### src/rtl/cnn_pkg.sv
// Shared constants, types and helpers for the cellular-neural-network iteration controller.
// Holds the default data format, the FSM encoding, neighbour offsets and the output clamp.
package cnn_pkg;

  localparam int WIDTH = 9;
  localparam int FRAC  = 4;
  localparam int ONE   = 1 << FRAC;

  function automatic int acc_width(input int w);
    return 2 * w + 5;
  endfunction

  localparam int ACC_W = acc_width(WIDTH);

  typedef enum logic [1:0] {
    IDLE  = 2'd0,
    ISSUE = 2'd1,
    DRAIN = 2'd2,
    WRITE = 2'd3
  } state_e;

  typedef struct packed {
    logic signed [1:0] dr;
    logic signed [1:0] dc;
  } nbr_t;

  // Template position k (row-major 3x3, centre at k=4) to neighbour offset.
  function automatic nbr_t nbr_off(input logic [3:0] k);
    nbr_t o;
    int   q;
    int   m;
    q    = int'(k) / 3;
    m    = int'(k) % 3;
    o.dr = 2'(q - 1);
    o.dc = 2'(m - 1);
    return o;
  endfunction

  // Piecewise-linear CNN output: clamp to [-lim, +lim].
  function automatic logic signed [31:0] sat_pm(input logic signed [31:0] x,
                                                input logic signed [31:0] lim);
    if (x > lim) return lim;
    if (x < -lim) return -lim;
    return x;
  endfunction

endpackage

### src/rtl/cnn_cell_mac.sv
// Cell-state datapath: 9-step A*Y + B*U accumulation with zero boundary substitution,
// followed by combinational scale, bias and output clamp.
module cnn_cell_mac
  import cnn_pkg::acc_width, cnn_pkg::sat_pm;
#(
  parameter int WIDTH = 9,
  parameter int FRAC  = 4
) (
  input  logic                    clk,
  input  logic                    rst_n,
  input  logic                    vld_p1,
  input  logic                    clr_p1,
  input  logic                    zero_p1,
  input  logic signed [WIDTH-1:0] a_coef,
  input  logic signed [WIDTH-1:0] b_coef,
  input  logic signed [WIDTH-1:0] y_data,
  input  logic signed [WIDTH-1:0] u_data,
  input  logic signed [WIDTH-1:0] bias,
  output logic signed [WIDTH-1:0] wr_data
);

  localparam int ACC_W = acc_width(WIDTH);
  localparam int ONE   = 1 << FRAC;

  logic signed [WIDTH-1:0]   y_eff;
  logic signed [WIDTH-1:0]   u_eff;
  logic signed [2*WIDTH-1:0] prod_a;
  logic signed [2*WIDTH-1:0] prod_b;
  logic signed [ACC_W-1:0]   term;
  logic signed [ACC_W-1:0]   acc_p2;
  logic signed [ACC_W-1:0]   x;

  // ---- stage p1: read data arrives, multiply and sum ----
  always_comb begin
    y_eff  = zero_p1 ? '0 : y_data;
    u_eff  = zero_p1 ? '0 : u_data;
    prod_a = a_coef * y_eff;
    prod_b = b_coef * u_eff;
    term   = ACC_W'(prod_a) + ACC_W'(prod_b);
  end

  // ---- stage p2: accumulator ----
  always_ff @(posedge clk or negedge rst_n) begin
    if (!rst_n) begin
      acc_p2 <= '0;
    end else if (vld_p1) begin
      acc_p2 <= clr_p1 ? term : acc_p2 + term;
    end
  end

  always_comb begin
    x       = (acc_p2 >>> FRAC) + ACC_W'(bias);
    wr_data = WIDTH'(sat_pm(32'(x), 32'(ONE)));
  end

endmodule

### src/rtl/cnn_iter_ctrl.sv
// Iteration controller: walks the grid cell by cell, issues 3x3 neighbourhood reads,
// drives the shared MAC and writes new Y into the opposite ping-pong bank.
module cnn_iter_ctrl
  import cnn_pkg::state_e, cnn_pkg::nbr_t, cnn_pkg::nbr_off,
         cnn_pkg::IDLE, cnn_pkg::ISSUE, cnn_pkg::DRAIN, cnn_pkg::WRITE;
#(
  parameter int WIDTH = cnn_pkg::WIDTH,
  parameter int ROWS  = 8,
  parameter int COLS  = 8,
  parameter int FRAC  = cnn_pkg::FRAC,
  parameter int AW    = $clog2(ROWS * COLS)
) (
  input  logic                    clk,
  input  logic                    rst_n,
  input  logic                    start,
  input  logic                    abort,
  input  logic [7:0]              iters,
  input  logic [9*WIDTH-1:0]      a_tmpl,
  input  logic [9*WIDTH-1:0]      b_tmpl,
  input  logic signed [WIDTH-1:0] i_bias,
  output logic                    rd_en,
  output logic [AW-1:0]           rd_addr,
  output logic                    rd_bank,
  input  logic signed [WIDTH-1:0] y_rd_data,
  input  logic signed [WIDTH-1:0] u_rd_data,
  output logic                    wr_en,
  output logic [AW-1:0]           wr_addr,
  output logic                    wr_bank,
  output logic signed [WIDTH-1:0] wr_data,
  output logic                    busy,
  output logic                    done,
  output logic                    bank_sel,
  output logic [7:0]              iter_cnt
);

  localparam int RW = (ROWS > 1) ? $clog2(ROWS) : 1;
  localparam int CW = (COLS > 1) ? $clog2(COLS) : 1;

  state_e                  state;
  state_e                  state_nx;
  logic [3:0]              k;
  logic [RW-1:0]           row;
  logic [CW-1:0]           col;
  logic [7:0]              iters_r;
  logic signed [WIDTH-1:0] a_r [9];
  logic signed [WIDTH-1:0] b_r [9];
  logic signed [WIDTH-1:0] bias_r;
  logic                    vld_p1;
  logic                    zero_p1;
  logic [3:0]              k_p1;
  logic                    last_col;
  logic                    last_row;
  logic                    last_iter;
  nbr_t                    off;
  int                      nr;
  int                      nc;
  logic                    in_grid;

  always_comb begin
    off       = nbr_off(k);
    nr        = int'(row) + int'(off.dr);
    nc        = int'(col) + int'(off.dc);
    in_grid   = (nr >= 0) && (nr < ROWS) && (nc >= 0) && (nc < COLS);
    last_col  = (col == CW'(COLS - 1));
    last_row  = (row == RW'(ROWS - 1));
    last_iter = ((iter_cnt + 8'd1) == iters_r);
  end

  always_ff @(posedge clk or negedge rst_n) begin
    if (!rst_n) state <= IDLE;
    else        state <= state_nx;
  end

  always_comb begin
    state_nx = state;
    case (state)
      IDLE:    if (start) state_nx = (iters == 8'd0) ? IDLE : ISSUE;
      ISSUE:   if (k == 4'd8) state_nx = DRAIN;
      DRAIN:   state_nx = WRITE;
      WRITE:   state_nx = (last_col && last_row && last_iter) ? IDLE : ISSUE;
      default: state_nx = IDLE;
    endcase
    if (abort) state_nx = IDLE;
  end

  // Out-of-grid neighbours never strobe the memory; address is parked at 0 when idle.
  always_comb begin
    rd_en   = (state == ISSUE) && in_grid;
    rd_addr = rd_en ? AW'(nr * COLS + nc) : '0;
    rd_bank = bank_sel;
    wr_en   = (state == WRITE);
    wr_addr = AW'(int'(row) * COLS + int'(col));
    wr_bank = wr_en & ~bank_sel;
    busy    = (state != IDLE);
  end

  // ---- stage p0: issue, cell/iteration counters ----
  always_ff @(posedge clk or negedge rst_n) begin
    if (!rst_n) begin
      k        <= '0;
      row      <= '0;
      col      <= '0;
      bank_sel <= 1'b0;
      iter_cnt <= '0;
      done     <= 1'b0;
      vld_p1   <= 1'b0;
      zero_p1  <= 1'b0;
      k_p1     <= '0;
    end else begin
      done   <= 1'b0;
      vld_p1 <= 1'b0;
      if (!abort) begin
        case (state)
          IDLE: if (start) begin
            bank_sel <= 1'b0;
            iter_cnt <= '0;
            row      <= '0;
            col      <= '0;
            k        <= '0;
            if (iters == 8'd0) done <= 1'b1;
          end
          ISSUE: begin
            vld_p1  <= 1'b1;
            zero_p1 <= ~in_grid;
            k_p1    <= k;
            k       <= (k == 4'd8) ? 4'd0 : k + 4'd1;
          end
          WRITE: begin
            if (last_col) begin
              col <= '0;
              if (last_row) begin
                row      <= '0;
                bank_sel <= ~bank_sel;
                iter_cnt <= iter_cnt + 8'd1;
                if (last_iter) done <= 1'b1;
              end else begin
                row <= row + RW'(1);
              end
            end else begin
              col <= col + CW'(1);
            end
          end
          default: ;
        endcase
      end
    end
  end

  always_ff @(posedge clk or negedge rst_n) begin
    if (!rst_n) begin
      for (int i = 0; i < 9; i++) begin
        a_r[i] <= '0;
        b_r[i] <= '0;
      end
      bias_r  <= '0;
      iters_r <= '0;
    end else if (state == IDLE && start && !abort) begin
      for (int i = 0; i < 9; i++) begin
        a_r[i] <= a_tmpl[i*WIDTH +: WIDTH];
        b_r[i] <= b_tmpl[i*WIDTH +: WIDTH];
      end
      bias_r  <= i_bias;
      iters_r <= iters;
    end
  end

  // ---- stage p1/p2: MAC and output conversion ----
  cnn_cell_mac #(
    .WIDTH (WIDTH),
    .FRAC  (FRAC)
  ) u_mac (
    .clk     (clk),
    .rst_n   (rst_n),
    .vld_p1  (vld_p1),
    .clr_p1  (k_p1 == 4'd0),
    .zero_p1 (zero_p1),
    .a_coef  (a_r[k_p1]),
    .b_coef  (b_r[k_p1]),
    .y_data  (y_rd_data),
    .u_data  (u_rd_data),
    .bias    (bias_r),
    .wr_data (wr_data)
  );

endmodule

### config.mk
export PLATFORM = sky130hd
export DESIGN_NAME = cnn_iter_ctrl
export DESIGN_NICKNAME = d
export VERILOG_FILES = /design/src/rtl/cnn_pkg.sv /design/src/rtl/cnn_cell_mac.sv /design/src/rtl/cnn_iter_ctrl.sv
export SDC_FILE = /design/constraint.sdc
export NUM_CORES = 1
export LEC_CHECK = 0
export CORE_ASPECT_RATIO = 0.5
export CORE_MARGIN = 1.5
export CORE_UTILIZATION = 44
export CTS_CLUSTER_SIZE = 8
export DETAILED_ROUTE_END_ITERATION = 16
export GPL_ROUTABILITY_DRIVEN = 1
export PLACE_DENSITY = 0.65
export SYNTH_ARGS = -nofsm -noshare
export SYNTH_HDL_FRONTEND = slang
export SYNTH_SLANG_ARGS = --single-unit
export TNS_END_PERCENT = 5
### constraint.sdc
create_clock -name clk -period 11.9 [get_ports clk]
set_clock_uncertainty 0.2 [all_clocks]
set_input_delay 2.38 -clock clk [delete_from_list [all_inputs] [get_ports clk]]
set_output_delay 2.38 -clock clk [all_outputs]
set_load 0.005 [all_outputs]
Word level (Yosys, flattened, before mapping):

Index checks and enable logic that the tools add are counted.

* bits in registers: 230
* input bits: 201
* output and inout bits: 36
* word-level logic and storage cells: 142

* $add $sub $neg: 13
* multiply operators: 2
* divide/modulo/power cells: 2
* order comparisons: 7
* equal/unequal tests: 12
* muxes and demuxes: 49
* bitwise gates (word level): 5
* reductions and logical operators: 21

Operators with widths (number)
* 9-bit two-way mux: 10
* 9-bit binary-select mux with 4-bit select: 2
* 9-bit by 9-bit multiplier with 18-bit output: 2
* 5-bit by 3-bit divider with 32-bit output, second input constant: 1
* 5-bit by 3-bit modulo with 32-bit output, second input constant: 1
* 8-bit two-way mux: 3
* 23-bit by 19-bit adder with 23-bit output: 1
* 23-bit two-way mux: 1
* 19-bit by 9-bit adder with 20-bit output: 1
* 20-bit by 6-bit greater-than comparator with 1-bit output, second input constant: 1
* 20-bit by 5-bit < comparator with 1-bit output, second input constant: 1
* 18-bit by 18-bit adder with 19-bit output: 1
* 1-bit two-way mux: 16
* 8-bit one-hot mux with 2 select lines: 1
* 3-bit two-way mux: 4
* 3-bit one-hot mux with 2 select lines: 2
* 4-bit by 2-bit adder with 5-bit output: 2
* 5-bit by 1-bit greater-or-equal comparator with 1-bit output, second input constant: 2
* 5-bit < comparator, second input constant: 2
* 8-bit by 1-bit adder with 8-bit output, second input constant: 1
* 8-bit == test: 1
* 1-bit logical AND: 8
* 8-bit logical NOT: 1
* 4-bit two-way mux: 2
* other kinds (29): 44

Longest topological paths before layout:

Gate-level depths: netlist of run 1.

* depth after elaboration: 9
* depth in mapped cells: 36
* depth with buffers taken out: 34

Cells and area by module:

Synthesis of run 1 repeated with hierarchy kept, for this count alone.

* cell total of the unflattened synthesis: 1855
* area, all modules: 20058.0 um^2

Modules (own cells, without submodules)
* cnn_cell_mac: instances 1, cells each 1122, area each 10040.9 um^2, seq. area each 575.6 um^2
* cnn_iter_ctrl: instances 1, cells each 733, area each 10017.1 um^2, seq. area each 5180.0 um^2

Worst setup path before layout of run 1:

Ideal clock, no wire load.

* path type: input to register
* start: in u_rd_data[7]
* end: reg u_mac.acc_p2[21]
* library setup time: 0.137 ns
* arrival time: 9.230 ns
* data required time: 11.563 ns
* slack: 2.334 ns
* stages: 27
* path buffers: 0
* path through: nand2b_1 > or2_2 > fa_1 > fa_1 > inv_1 > fa_1 > fa_1 > fa_1 > fa_1 > fa_1 > ha_1 > o21a_1 > nor2_1 > a211oi_1 > nor3_1 > o21bai_1 > xor2_1 > ha_1 > nand2_1 > o21ai_0 > a21oi_1 > o22ai_1 > o41ai_1 > o21ai_0 > xor2_1 > a21oi_1 > a21oi_1

* word-level cells in the longest chain between the ends: 5

RTL lines
* from (decl): line cnn_iter_ctrl.sv:25 `input logic signed [WIDTH-1:0] u_rd_data,`
* 9-bit two-way mux *: line cnn_cell_mac.sv:36 `u_eff = zero_p1 ? '0 : u_data;`
* 9-bit by 9-bit multiplier with 18-bit output *: line cnn_cell_mac.sv:38 `prod_b = b_coef * u_eff;`
* 18-bit by 18-bit adder with 19-bit output *: line cnn_cell_mac.sv:39 `term = ACC_W'(prod_a) + ACC_W'(prod_b);`
* 23-bit by 19-bit adder with 23-bit output: line cnn_cell_mac.sv:47 `acc_p2 <= clr_p1 ? term : acc_p2 + term;`
* 23-bit two-way mux *: line cnn_cell_mac.sv:47
* to (signal assigned): line cnn_cell_mac.sv:47
* to (decl): line cnn_cell_mac.sv:30 `logic signed [ACC_W-1:0] acc_p2;`

Every way passes the cells marked *; elsewhere a longest branch is shown, timed or not.
A chain may end at the register's enable or synchronous reset.

Worst setup path after layout of run 1:

* start: reg k_p1[0]
* end: reg u_mac.acc_p2[21]

* word-level cells in the longest chain between the ends: 8
* elaborated cells on any way between the ends: 13
* those cells by class: add/sub: 2; mul: 2; mux: 7; bitwise: 1; reduce/logical: 1

RTL lines
* from (decl): line cnn_iter_ctrl.sv:50 `logic [3:0] k_p1;`
* from (signal assigned): line cnn_iter_ctrl.sv:125 `k_p1 <= k;`
* 4-bit inverter with 5-bit output (not written as such): line cnn_iter_ctrl.sv:177, cnn_iter_ctrl.sv:178
* 9-bit binary-select mux with 4-bit select (on tied branches): line cnn_iter_ctrl.sv:177, cnn_iter_ctrl.sv:178
* 9-bit two-way mux (on tied branches) (2 in series): line cnn_iter_ctrl.sv:177, cnn_iter_ctrl.sv:178
* 9-bit by 9-bit multiplier with 18-bit output (on tied branches): line cnn_cell_mac.sv:37, cnn_cell_mac.sv:38
* 18-bit by 18-bit adder with 19-bit output: line cnn_cell_mac.sv:39
* 23-bit by 19-bit adder with 23-bit output: line cnn_cell_mac.sv:47
* 23-bit two-way mux *: line cnn_cell_mac.sv:47

Every way passes the cells marked *; elsewhere a longest branch is shown, timed or not. The select of a mux whose other input is x is not followed.

==> results of run 1 <==
==> critical path: cells and delay by family (launching register included) <==
family | cells | cell delay, ns
buffers and inverters | 4 | 0.67
AND/OR/NAND/NOR | 5 | 0.61
multiplexers | 2 | 0.91
adder cells (fa/ha/maj) | 9 | 3.91
XOR/XNOR | 2 | 0.38
AO/OA/AOI/OAI | 11 | 2.67
flip-flops | 1 | 0.73
==> power breakdown <==
group / internal, uW / switching (uW) / total [uW]
logic: 1620 / 1830 / 3450
clock network: 548 / 365 / 913
registers: 1150 / 261 / 1410
total: 3320 / 2460 / 5780
==> logic make-up (layout without fill, tap and decap cells) <==
kind of cell,Yosys count,after routing,synth area share (%)
AOI/OAI and AO/OA,231,231,7.16
other,0,4,0
xor gates and xnor gates,83,83,3.76
and+or+nand+nor,446,446,10.8
buffers and inverters,271,504,5.34
muxes,244,244,16.0
DFF,230,230,29.5
adders and majority gates,323,323,27.5
==> metal layers <==
| layer | share of wire (%) | GRT usage (%) | wire length, um |
|---|---|---|---|
| met5 | 0 | 0 | 0 |
| met4 | 1.4 | 4.76 | 701 |
| met3 | 4.2 | 3.66 | 2080 |
| met2 | 48 | 35.7 | 23400 |
| met1 | 47 | 30.9 | 22800 |
==> cells in the mapped netlist, types with 8 or more instances <==
cell	instances	share of area, %
a21o_1	23	0.88
a21oi_1	92	2.4
and2_1	22	0.70
clkbuf_1	46	0.88
dfrtp_1	230	29
fa_1	177	18
ha_1	146	9.4
inv_1	211	4.1
mux2_2	186	11
mux2i_1	22	1.1
mux4_2	36	4.2
nand2_1	112	2.2
nand2b_1	43	1.4
nand3_1	19	0.49
nand4_1	9	0.29
nor2_1	156	3.0
nor2b_1	29	0.93
nor3_1	18	0.46
o21a_1	10	0.38
o21ai_0	47	1.2
o21ai_1	8	0.20
xnor2_1	57	2.6
xor2_1	25	1.1
==> cell type report <==
| type | instances | share of cell area [%] |
|---|---|---|
| Clock inverter | 5 | 0.399 |
| Multi-Input combinational cell | 1327 | 54.3 |
| Clock buffer | 36 | 3.74 |
| Inverter | 212 | 3.39 |
| Tap cell | 588 | 3.13 |
| Antenna cell | 4 | 0.0426 |
| Timing Repair Buffer | 251 | 10.6 |
| Sequential cell | 230 | 24.5 |
==> metrics by stage <==
step | hold slack [ns] | instances | total power, uW
2_1_floorplan | 0.274 | 1828 | 3990
3_3_place_gp | 0.283 | 2608 | 4800
3_5_place_dp | 0.288 | 2608 | 4870
4_1_cts | 0.297 | 2649 | 5810
5_1_grt | 0.312 | 2653 | 6310
6_report | 0.294 | 2653 | 5780
==> state kept, by name (all words and copies together), names as in the netlist <==
| signal | cells |
|---|---|
| u_mac.acc_p2 | 23 |
| k | 4 |
| a_r | 81 |
| iters_r | 8 |
| col | 3 |
| state | 2 |
| bias_r | 9 |
| bank_sel | 1 |
| zero_p1 | 1 |
| b_r | 81 |
| iter_cnt | 8 |
| vld_p1 | 1 |
| k_p1 | 4 |
| done | 1 |
| row | 3 |
==> placed cells by master, fill, tap and decap left out, types with 22 or more instances in the layout <==
cell / instances
mux4_2: 36
nor2b_1: 29
nand2b_1: 43
and2_1: 22
xor2_1: 25
ha_1: 146
a21oi_1: 92
clkbuf_16: 35
a21o_1: 23
clkdlybuf4s50_1: 235
xnor2_1: 57
nand2_1: 112
inv_1: 211
mux2_2: 186
fa_1: 177
mux2i_1: 22
dfrtp_1: 228
nor2_1: 156
o21ai_0: 47
==> worst max path at each step <==
stage,depth (start not counted),slack (ns),to,start
6_report,33,1.65,u_mac.acc_p2[21],k_p1[0]
5_1_grt,33,0.96,u_mac.acc_p2[22],k_p1[0]
4_1_cts,32,1.64,u_mac.acc_p2[22],k_p1[0]
3_5_place_dp,28,1.15,u_mac.acc_p2[21],u_rd_data[0]
3_3_place_gp,27,1.22,u_mac.acc_p2[22],u_rd_data[0]
2_1_floorplan,27,2.33,u_mac.acc_p2[21],u_rd_data[7]
==> metrics.txt, run 1 <==
status=finished, final reports clean; die area=between 40000 and 50000 um^2; maximum vdd ir drop=~0.11 mV; layout net count=2581; Slew Viols, Final=0; pre-CTS setup slack=around 1.1 ns; TritonCTS clock tree=built; Main synth FF type=dfrtp_1; YS warnings=0; Startpoint Class=flip-flop; total setup buffers inserted after CTS=0; Clock Latency Late Sink=0.53 ns; worst setup margin=about 1.6 ns; pin count of the biggest net entering global routing=between 100 and 150; drt pass-1 iters=5; CTS max path bufs=3; Worst R2R Path Depth=33; Seq cells post-synth=between 200 and 250; share of layout cells above drive strength 1=between 10% and 20%; post-synthesis sequential area ratio=a little under 30%; Mapped Nets=between 2000 and 2500; post-synth design cell area=19500 um^2; Hold EP=a_r[21]; Final Cycle Share=between 80% and 90%; Crit Path Class=flip-flop to flip-flop; unrepaired setup endpoints after global routing=no; HP Start=a_r[21]; slowest stage delay, CP=roughly 0.73 ns; First DRT Iteration DRCs=slightly above 700; clk sinks=between 200 and 250; die width=about 300 um; Total Routing Usage GR=between 20% and 30%; fin area=between 20000 and 25000 um^2; Hold Path Depth=1; die height=around 150 um; DRC viols=0; Power per Cell Area=246 nW/um^2; CTS Hold Bufs=0; clk root buf=clkbuf_16; CTS buffer count=35; Post-synth EDFFs=0; via count=about 14000; R2R Path End=u_mac.acc_p2[21]; maxcap violations=0; clock slew seen by the registers of the worst setup and hold paths=around 0.060 ns; Worst slew margin=29.3%; Worst setup EP type=flip-flop; syn_area_per_cell=between 10 and 15 um^2; Async SR Flop Fraction=100%; fin crit period=around 10 ns; crit path max-delay cell type=dfrtp_2; placed cell area=roughly 23000 um^2; crit path DAT=between 10 and 15 ns; placed wire-length estimate=slightly below 40000 um; initial antenna violation count=4; DR vias/cell=~5.3; final wirelength=slightly below 50000 um; first-pass GRT wire length=79200 um; IO Count=237; number of fill cells in the layout=between 3000 and 4000; Sum Neg Setup Slack=0 ns; routability cong.=~0.89; final count of hold timing violations=0; Initial Utilization=roughly 45%; Slew @ Worst Pin=around 1.1 ns; utilization after layout=53.8%; wire length per cell=18.5 um; Distinct cells, synth=65; FF-to-FF Start=k_p1[0]; Resized cells post-CTS=0; row count=54; CP max FO=17; most numerous cell on the critical path=fa_1; setup violators final=0; area grow syn2layout=20.3%; sequential cell area=about 5800 um^2; Cells after Synth=approximately 1800; vias in the first global route=roughly 14000; WP data required=~12 ns; fmax=between 90 and 100 MHz; antenna viol nets, final=0; Leak=0.0108 uW; flop2flop setup slack=between 1.5 and 2 ns; H-tree Lvls=2; Multi-input gate area=approximately 13000 um^2; grt ovf=0; Hold Crit Class=flip-flop to flip-flop; Buffers on Ports=236; Core Region=43700 um^2
Note: power is estimated with default switching activity, not from simulation.
==> run 2: changes to the inputs <==
--- a/config.mk
+++ b/config.mk
@@ -5,6 +5,7 @@
 export SDC_FILE = /design/constraint.sdc
 export NUM_CORES = 1
 export LEC_CHECK = 0
+export ABC_CLOCK_PERIOD_IN_PS = 11900
 export CORE_ASPECT_RATIO = 0.5
 export CORE_MARGIN = 1.5
 export CORE_UTILIZATION = 44
==> results of run 2 <==
The final DEF is identical to that of run 1; final timing and power are the same.
==> run 3: changes to the inputs <==
--- a/config.mk
+++ b/config.mk
@@ -5,14 +5,15 @@
 export SDC_FILE = /design/constraint.sdc
 export NUM_CORES = 1
 export LEC_CHECK = 0
-export ABC_CLOCK_PERIOD_IN_PS = 11900
+export ABC_CLOCK_PERIOD_IN_PS = 8500
 export CORE_ASPECT_RATIO = 0.5
 export CORE_MARGIN = 1.5
 export CORE_UTILIZATION = 44
 export CTS_CLUSTER_SIZE = 8
 export DETAILED_ROUTE_END_ITERATION = 16
 export GPL_ROUTABILITY_DRIVEN = 1
-export PLACE_DENSITY = 0.65
+export PLACE_DENSITY = 0.68
+export SLEW_MARGIN = 20
 export SYNTH_ARGS = -nofsm -noshare
 export SYNTH_HDL_FRONTEND = slang
 export SYNTH_SLANG_ARGS = --single-unit
==> constraint.sdc (replaced) <==
create_clock -name clk -period 8.5 [get_ports clk]
set_clock_uncertainty 0.2 [all_clocks]
set_input_delay 1.7 -clock clk [delete_from_list [all_inputs] [get_ports clk]]
set_output_delay 1.7 -clock clk [all_outputs]
set_load 0.005 [all_outputs]
==> run 3 against run 2 <==
  * The run now ends with negative setup slack left
  * Sequential cell count stayed put
  * Final area is 9.8% higher
  * Clock power is 34% higher
  * Combinational power increased by 81%
==> metrics.txt, run 3 (synthesis gave the netlist of run 1 again) <==
status=finished with violations; violated checks=negative setup slack; WP data required=8.75 ns (-3.34 ns); via count=14800 (+6.6%); area grow syn2layout=32.1%; crit path capture=u_mac.acc_p2[22]; Buffers on Ports=236 (unchanged); final wirelength=51500 um (+5.1%); biggest regs=a_r x81, b_r x81, u_mac.acc_p2 x23; fin area=25800 um^2 (+9.8%); CP max FO=5 (-12); Final Power=9430 uW (+63%); unrepaired setup endpoints after global routing=yes; final count of hold timing violations=0 (unchanged); FF-to-FF Start=k_p1[0]; crit path DAT=8.93 ns (-1.52 ns); number of fill cells in the layout=3604 (-5.9%); Worst setup EP type=flip-flop; Crit Path Class=input port to flip-flop; Leak=0.0120 uW (+11%); most frequent cells in the layout=dfrtp_1, clkdlybuf4s50_1, inv_1; maxcap violations=0 (unchanged); worst setup margin=-0.173 ns (-1.82 ns); Initial Utilization=44.7% (unchanged); placed cell area=24100 um^2 (+7.0%); first-pass GRT wire length=81700 um (+3.2%); H-tree Lvls=2 (unchanged); Multi-input gate area=13400 um^2 (+5.0%); fmax=around 120 MHz; Core Region=43700 um^2 (unchanged); maximum vdd ir drop=0.227 mV (+100%); First DRT Iteration DRCs=791 (+11%); most common cell after layout, fill and taps aside=dfrtp_1; R2R Path End=u_mac.acc_p2[22]; most numerous cell on the critical path=fa_1; Power per Cell Area=366 nW/um^2 (+49%); Total Routing Usage GR=22.7% (+0.74 points); layout net count=2781 (+7.7%); CTS buffer count=34 (-2.9%); vias in the first global route=15200 (+5.2%); row count=54 (unchanged); share of layout cells above drive strength 1=26.5% (+12 points); utilization after layout=59.0% (+5.3 points); DR vias/cell=5.19 (-1.1%); Slew @ Worst Pin=1.17 ns (+0.113 ns); crit path max-delay cell type=fa_1; clock slew seen by the registers of the worst setup and hold paths=0.05 ns (about the same); pin count of the biggest net entering global routing=180 (+67%); routability cong.=0.901 (+1.0%); setup violators final=4 (+4); Startpoint Class=input port; Worst slew margin=21.7% (-7.6 points); die height=152 um (unchanged); Worst R2R Path Depth=37 (+12%); slowest stage delay, CP=0.57 ns (-0.16 ns); initial antenna violation count=10 (+6); Clock Latency Late Sink=0.52 ns (about the same); Hold Crit Class=flip-flop to flip-flop; fin crit period=8.67 ns; antenna viol nets, final=0 (unchanged); clk sinks=230 (unchanged); DRC viols=0 (unchanged); pre-CTS setup slack=-0.969 ns (-2.12 ns); drt pass-1 iters=5 (unchanged); Layout Cells excl Fill=2858 (+7.7%); crit path from=u_rd_data[3]; clk root buf=clkbuf_16; Placed Cells=2778 (+6.5%); grt ovf=0 (unchanged); TritonCTS clock tree=built; die width=301 um (unchanged); Final Cycle Share=102%; CTS max path bufs=3 (unchanged); wire length per cell=18.0 um (-2.4%); flop2flop setup slack=-0.14 ns (-1.79 ns); die area=45800 um^2 (unchanged); Slew Viols, Final=0 (unchanged); placed wire-length estimate=39900 um (+3.4%); IO Count=237 (unchanged); sequential cell area=5760 um^2 (unchanged)
-- run 3: area by class of cell --
class	count	share of cell area [%]
Antenna cell	10	0.0970
Clock buffer	37	3.38
Clock inverter	2	0.150
Inverter	212	3.08
Multi-Input combinational cell	1327	51.9
Sequential cell	230	22.3
Tap cell	588	2.85
Timing Repair Buffer	452	16.3
-- run 3: critical path: cells and delay by family --
kind	cells	cell delay, ns
adders and majority gates	9	3.79
AOI/OAI and AO/OA	9	1.68
and+or+nand+nor	7	0.76
buffers and inverters	3	0.71
xor gates and xnor gates	1	0.27
-- run 3: routing by layer --
metal	vias to the layer above	global-route usage, %	part of all wire [%]
li1	7004	-	-
met1	7498	30.5	44
met2	262	37.3	49
met3	82	3.42	4.0
met4	0	8.18	2.5
met5	-	0	0
-- run 3: stage by stage --
stage / hold slack, ns / TNS [ns]
finish: 0.297 / -0.581
detailed placement: 0.288 / -8.42
global route: 0.307 / -3.42
CTS: 0.301 / -1.29
global placement: 0.283 / -7.23
floorplan: 0.274 / -0.00254
-- run 3: how the worst min path moves through the flow --
stage / endpoint / slack (ns) / cells after the start / startpoint
finish: a_r[14] / 0.30 / 1 / a_r[14]
global route: b_r[26] / 0.31 / 1 / b_r[26]
CTS: b_r[24] / 0.30 / 1 / b_r[24]
detailed placement: b_r[80] / 0.29 / 1 / b_r[80]
global placement: a_r[42] / 0.28 / 1 / a_r[42]
floorplan: a_r[18] / 0.27 / 1 / a_r[18]
-- run 3: power by group --
group	switching (uW)	internal (uW)
registers	356	1610
logic	3050	3200
clock network	498	721
-- run 3: timing repair --
item / CTS / global route
buffers inserted: 2 / 29
hold buffers: 0 / 0
gates resized for setup: 11 / 108
pin swaps: 3 / 60
endpoints found under the setup margin: 10 / 12
